$ cat src/rtl/cmos_nvram_arbiter.sv
// Arbitrates the 1K x 4 CMOS RAM port between the Williams CPU and the HPS nvram path.
// Pauses and drains the CPU before the host owns the port, and requests autosave after CPU writes go quiet.
module cmos_nvram_arbiter #(
    parameter int unsigned ADDR_W       = 10,
    parameter int unsigned DATA_W       = 4,
    parameter int unsigned HOLD_CYC     = 2,
    parameter int unsigned QUIET_FRAMES = 60
) (
    input  logic              clk_sys,
    input  logic              reset_n,
    input  logic [ADDR_W-1:0] cpu_addr,
    input  logic              cpu_we,
    input  logic [DATA_W-1:0] cpu_din,
    output logic [DATA_W-1:0] cpu_dout,
    input  logic              hps_req,
    input  logic [ADDR_W-1:0] hps_addr,
    input  logic              hps_we,
    input  logic [7:0]        hps_din,
    output logic [7:0]        hps_dout,
    output logic              hps_grant,
    output logic              pause_req,
    input  logic              cpu_paused,
    input  logic              vblank,
    input  logic              autosave_en,
    output logic              autosave_req,
    output logic              dirty,
    output logic [ADDR_W-1:0] ram_addr,
    output logic              ram_we,
    output logic [DATA_W-1:0] ram_din,
    input  logic [DATA_W-1:0] ram_dout
);

    typedef enum logic [2:0] {
        IDLE,
        PAUSE_WAIT,
        DRAIN,
        HOST,
        RELEASE
    } state_t;

    localparam logic [3:0] DRAIN_INIT = 4'(HOLD_CYC - 1);
    localparam logic [7:0] QUIET_MAX  = 8'(QUIET_FRAMES);

    state_t     state_q;
    state_t     state_d;
    logic [3:0] drain_q;
    logic [3:0] drain_d;
    logic [7:0] quiet_cnt;
    logic       armed;
    logic       vblank_q;
    logic       in_idle;
    logic       in_host;
    logic       cpu_wr_ok;
    logic       vblank_rise;
    logic       fire;
    logic       unused_hps_hi;

    assign in_idle     = (state_q == IDLE);
    assign in_host     = (state_q == HOST);
    assign cpu_wr_ok   = cpu_we & in_idle;
    assign vblank_rise = vblank & ~vblank_q;
    assign fire        = armed & dirty & autosave_en & in_idle & (quiet_cnt == QUIET_MAX);
    assign unused_hps_hi = ^hps_din;

    always_ff @(posedge clk_sys or negedge reset_n) begin
        if (!reset_n) begin
            state_q <= IDLE;
            drain_q <= '0;
        end else begin
            state_q <= state_d;
            drain_q <= drain_d;
        end
    end

    always_comb begin
        state_d = state_q;
        drain_d = drain_q;
        case (state_q)
            IDLE: begin
                if (hps_req) state_d = PAUSE_WAIT;
            end
            PAUSE_WAIT: begin
                if (!hps_req) begin
                    state_d = RELEASE;
                end else if (cpu_paused) begin
                    state_d = DRAIN;
                    drain_d = DRAIN_INIT;
                end
            end
            DRAIN: begin
                if (!hps_req)            state_d = RELEASE;
                else if (drain_q == '0)  state_d = HOST;
                else                     drain_d = drain_q - 4'd1;
            end
            HOST: begin
                if (!hps_req) state_d = RELEASE;
            end
            RELEASE: state_d = IDLE;
            default: state_d = IDLE;
        endcase
    end

    // Host ownership ends a dirty episode; an autosave pulse only disarms, it never clears dirty.
    always_ff @(posedge clk_sys or negedge reset_n) begin
        if (!reset_n) begin
            dirty        <= 1'b0;
            armed        <= 1'b0;
            quiet_cnt    <= '0;
            vblank_q     <= 1'b0;
            autosave_req <= 1'b0;
        end else begin
            vblank_q     <= vblank;
            autosave_req <= fire;
            if (in_host) begin
                dirty <= 1'b0;
                armed <= 1'b0;
            end else if (cpu_wr_ok) begin
                dirty <= 1'b1;
                armed <= 1'b1;
            end else if (fire) begin
                armed <= 1'b0;
            end
            if (cpu_wr_ok)
                quiet_cnt <= '0;
            else if (vblank_rise && (quiet_cnt < QUIET_MAX))
                quiet_cnt <= quiet_cnt + 8'd1;
        end
    end

    always_comb begin
        ram_addr  = cpu_addr;
        ram_din   = cpu_din;
        ram_we    = cpu_wr_ok;
        if (in_host) begin
            ram_addr = hps_addr;
            ram_din  = hps_din[DATA_W-1:0];
            ram_we   = hps_we;
        end
        hps_grant = in_host;
        pause_req = (state_q == PAUSE_WAIT) || (state_q == DRAIN) || in_host;
    end

    assign cpu_dout = ram_dout;
    assign hps_dout = 8'(ram_dout);

endmodule

$ cat config.mk
export PLATFORM = sky130hd
export DESIGN_NAME = cmos_nvram_arbiter
export DESIGN_NICKNAME = d
export VERILOG_FILES = /design/src/rtl/cmos_nvram_arbiter.sv
export SDC_FILE = /design/constraint.sdc
export NUM_CORES = 1
export LEC_CHECK = 0
export BUFFER_PORTS_ARGS = -buffer_cell sky130_fd_sc_hd__buf_2
export CAP_MARGIN = 20
export CORE_MARGIN = 1.5
export CORE_UTILIZATION = 40
export DETAILED_ROUTE_END_ITERATION = 12
export GPL_TIMING_DRIVEN = 0
export PLACE_DENSITY = 0.72
export SKIP_CTS_REPAIR_TIMING = 1
export SYNTH_ARGS = -nofsm -noshare
export SYNTH_HDL_FRONTEND = slang
export SYNTH_SLANG_ARGS = --single-unit
$ cat constraint.sdc
create_clock -name clk_sys -period 3.8 [get_ports clk_sys]
set_input_delay 0 -clock clk_sys [delete_from_list [all_inputs] [get_ports clk_sys]]
set_output_delay 0 -clock clk_sys [all_outputs]
set_load 0.02 [all_outputs]
==> flow_summary.yaml <==
run_status:
  status: "finished, violations left"
  violations: "negative hold slack"
final_layout:
  area_delta_synth_final_pct: 34.12
  drive_gt1_frac: 0.4063
  nets: 273
  antenna_cells: 0
clocking:
  cts_tree: "built"
  path_clk_slew_ns: 0.11
  numCtsBuffers: 3
  clkSinkCount: 19
  clock_latency_ns: 0.30
  cts.path.max_buffers: 2
  cts_root_buffer: "clkbuf_4"
  h-tree-depth: 1
grt:
  antenna_found_initial: 0
  grt_pass1_vias: 1088
  grt_usage: 0.1661
  grt_max_degree: 20
  overflow: 0
  grt_pass1_wl_mm: 4.374
critical_path:
  cp-end-kind: "output pin"
  rr_endpoint: "drain_q[2]$_DFFE_PN0P_"
  path_max_fanout: 10
  cp.arrival_ns: 1.81
  r2r_cells: 6
  critPathLaunchType: "flop"
  crit_type: "reg -> out"
  crit-reg2reg-launch: "drain_q[0]$_DFFE_PN0P_"
  required_ns: 3.80
  r2r_setup_slack_ns: 2.18
timing:
  tns_ns: 0
  rsz0062_at_grt: "no"
  fmax_ghz: 0.5512
  post-route-period-util: 0.4774
  finalHoldWorstSlack_ns: -0.02017
  worst_clock_skew_ns: 0.003096
  slew_viol_final: 0
  hold_viol: 1
  final.min_clock_period_ns: 1.814
  setup_viol: 0
yosys:
  synthTopCellsByCount: "51 x nand2_1, 19 x dfrtp_1, 15 x buf_4"
  yosysMostFrequentCell: "nand2_1"
  syn_area_um2: 1272
  synth.distinct_cells: 39
  ys_ff_latch: 19
  synth_edf_count: 0
  synth_warnings: 0
  synthCells: 152
  synth_async_sr_flop_share: 1.000
  netlist.area_leader.share: 0.3736
  synth_area_leaders: "dfrtp_1 37%, nand2_1 15%, buf_4 8.8%"
  yosysSeqAreaShare: 0.3736
  synth_ff_type: "dfrtp_1"
  post-synth-top-area-cell: "dfrtp_1"
  avgSynthCellArea_um2: 8.372
detailed_routing:
  first_iter_violations: 24
  drtAntennaViolNets: 0
  post_drt_via_cell_ratio: 4.388
  drcViolationCount: 0
  dr.pass1.iters: 4
  wl_met3_um: 230
  wire_per_inst_um: 10.21
  m1WireLength_mm: 1.161
  routed.top_layer: "met4"
  vias: 1176
  wl_mm: 2.735
  route.met2.wl_mm: 1.291
place:
  port_buffers: 62
  dp_hpwl_mm: 2.109
  gp_congestion: 0.7394
hold_path:
  hold_start: "cpu_paused"
  hold-path-endpoint: "state_q[1]$_DFFE_PN0P_"
  hold_path.class: "in -> reg"
  hold_depth: 3
pwr:
  power_density_nw_per_um2: 349.9
  vdd.ir_drop.worst_v: 0.0002268
  leakage_nw: 0.9714
floorplan:
  core_area_um2: 3028
  rows: 20
  initial_core_util: 0.4202
  die_h_um: 59.40
  die_area_um2: 3528
  die_w_um: 59.40
  ios: 75
flow_run:
  max_cap_viol_count: 0
-- routing by layer --
layer,vias to the layer above,global-route usage
li1,621,-
met1,503,0.2025
met2,48,0.2763
met3,4,0.03057
met4,0,0.08766
met5,-,0
-- logic make-up after synthesis --
kind of cell             synth area share
AND/OR/NAND/NOR                    0.3579
buffers and inverters              0.1288
flip-flops                         0.3737
AO/OA/AOI/OAI                     0.06980
XOR/XNOR                          0.02754
adder cells (fa/ha/maj)           0.03933
other                            0.002947
-- critical path, stage by stage (launching register included) --
cell and delay (ns):
dfrtp_1 0.42, buf_12 0.14, nand2_1 0.05, or2_1 0.08, buf_4 0.13, clkbuf_1 0.33, nand2_1 0.11, nand2_1 0.08
buf_2 0.16
-- final cells by class --
type	count	area [um2]
fill	293	1321
multi-input combinational	112	644.4
sequential	19	475.5
timing repair buffer	65	340.3
buffer	18	141.4
tap	44	55.05
clock buffer	3	22.52
inverter	6	22.52
clock inverter	1	5.005
-- through the flow --
stage                     cell area (um2)  utilization  total power [mW]  setup WS [ns]  instances
final                                1707       0.5636            0.5972          1.986        268
after global routing                 1707       0.5636            0.6540          1.811        268
after CTS                            1677       0.5537            0.6065          1.948        265
after detailed placement             1649       0.5446            0.4992          2.189        261
after global placement               1649       0.5446            0.4962          2.190        261
after floorplan                      1284            -            0.4287          2.302        155
-- worst max path at each step --
stage	from	depth (start not counted)	slack [ns]	to
3_3_place_gp	drain_q[0]$_DFFE_PN0P_	6	2.19	drain_q[2]$_DFFE_PN0P_
4_1_cts	state_q[1]$_DFFE_PN0P_	8	1.95	ram_addr[3]
2_1_floorplan	drain_q[0]$_DFFE_PN0P_	6	2.30	drain_q[2]$_DFFE_PN0P_
5_1_grt	state_q[0]$_DFFE_PN0P_	8	1.81	ram_addr[4]
3_5_place_dp	drain_q[0]$_DFFE_PN0P_	6	2.19	drain_q[2]$_DFFE_PN0P_
6_report	state_q[1]$_DFFE_PN0P_	8	1.99	ram_addr[8]
-- placed cells by master (no fill, tap or decap), types with 2 or more instances in the layout --
| cell type | count |
|---|---|
| nand3_1 | 3 |
| clkbuf_4 | 3 |
| a21oi_1 | 3 |
| o21ai_0 | 2 |
| nor2b_1 | 3 |
| dfrtp_1 | 19 |
| buf_4 | 15 |
| dlygate4sd3_1 | 3 |
| nor3_1 | 2 |
| nor3b_1 | 2 |
| nand2_1 | 51 |
| a21o_1 | 2 |
| xor2_1 | 3 |
| o21bai_1 | 2 |
| ha_1 | 4 |
| inv_1 | 5 |
| buf_2 | 63 |
| conb_1 | 4 |
| nand4_1 | 2 |
| nor2_1 | 11 |
-- power breakdown --
part | internal, mW | total (mW) | switching [mW]
Sequential | 0.235 | 0.265 | 0.0297
Clock | 0.0393 | 0.101 | 0.0620
Combinational | 0.102 | 0.231 | 0.130
-- registers in the layout (all words and copies together), names as in the netlist --
register and count:
state_q 3, drain_q 4, armed 1, autosave_req 1
dirty 1, vblank_q 1, quiet_cnt 8
Power figures use the tool's default switching activity.
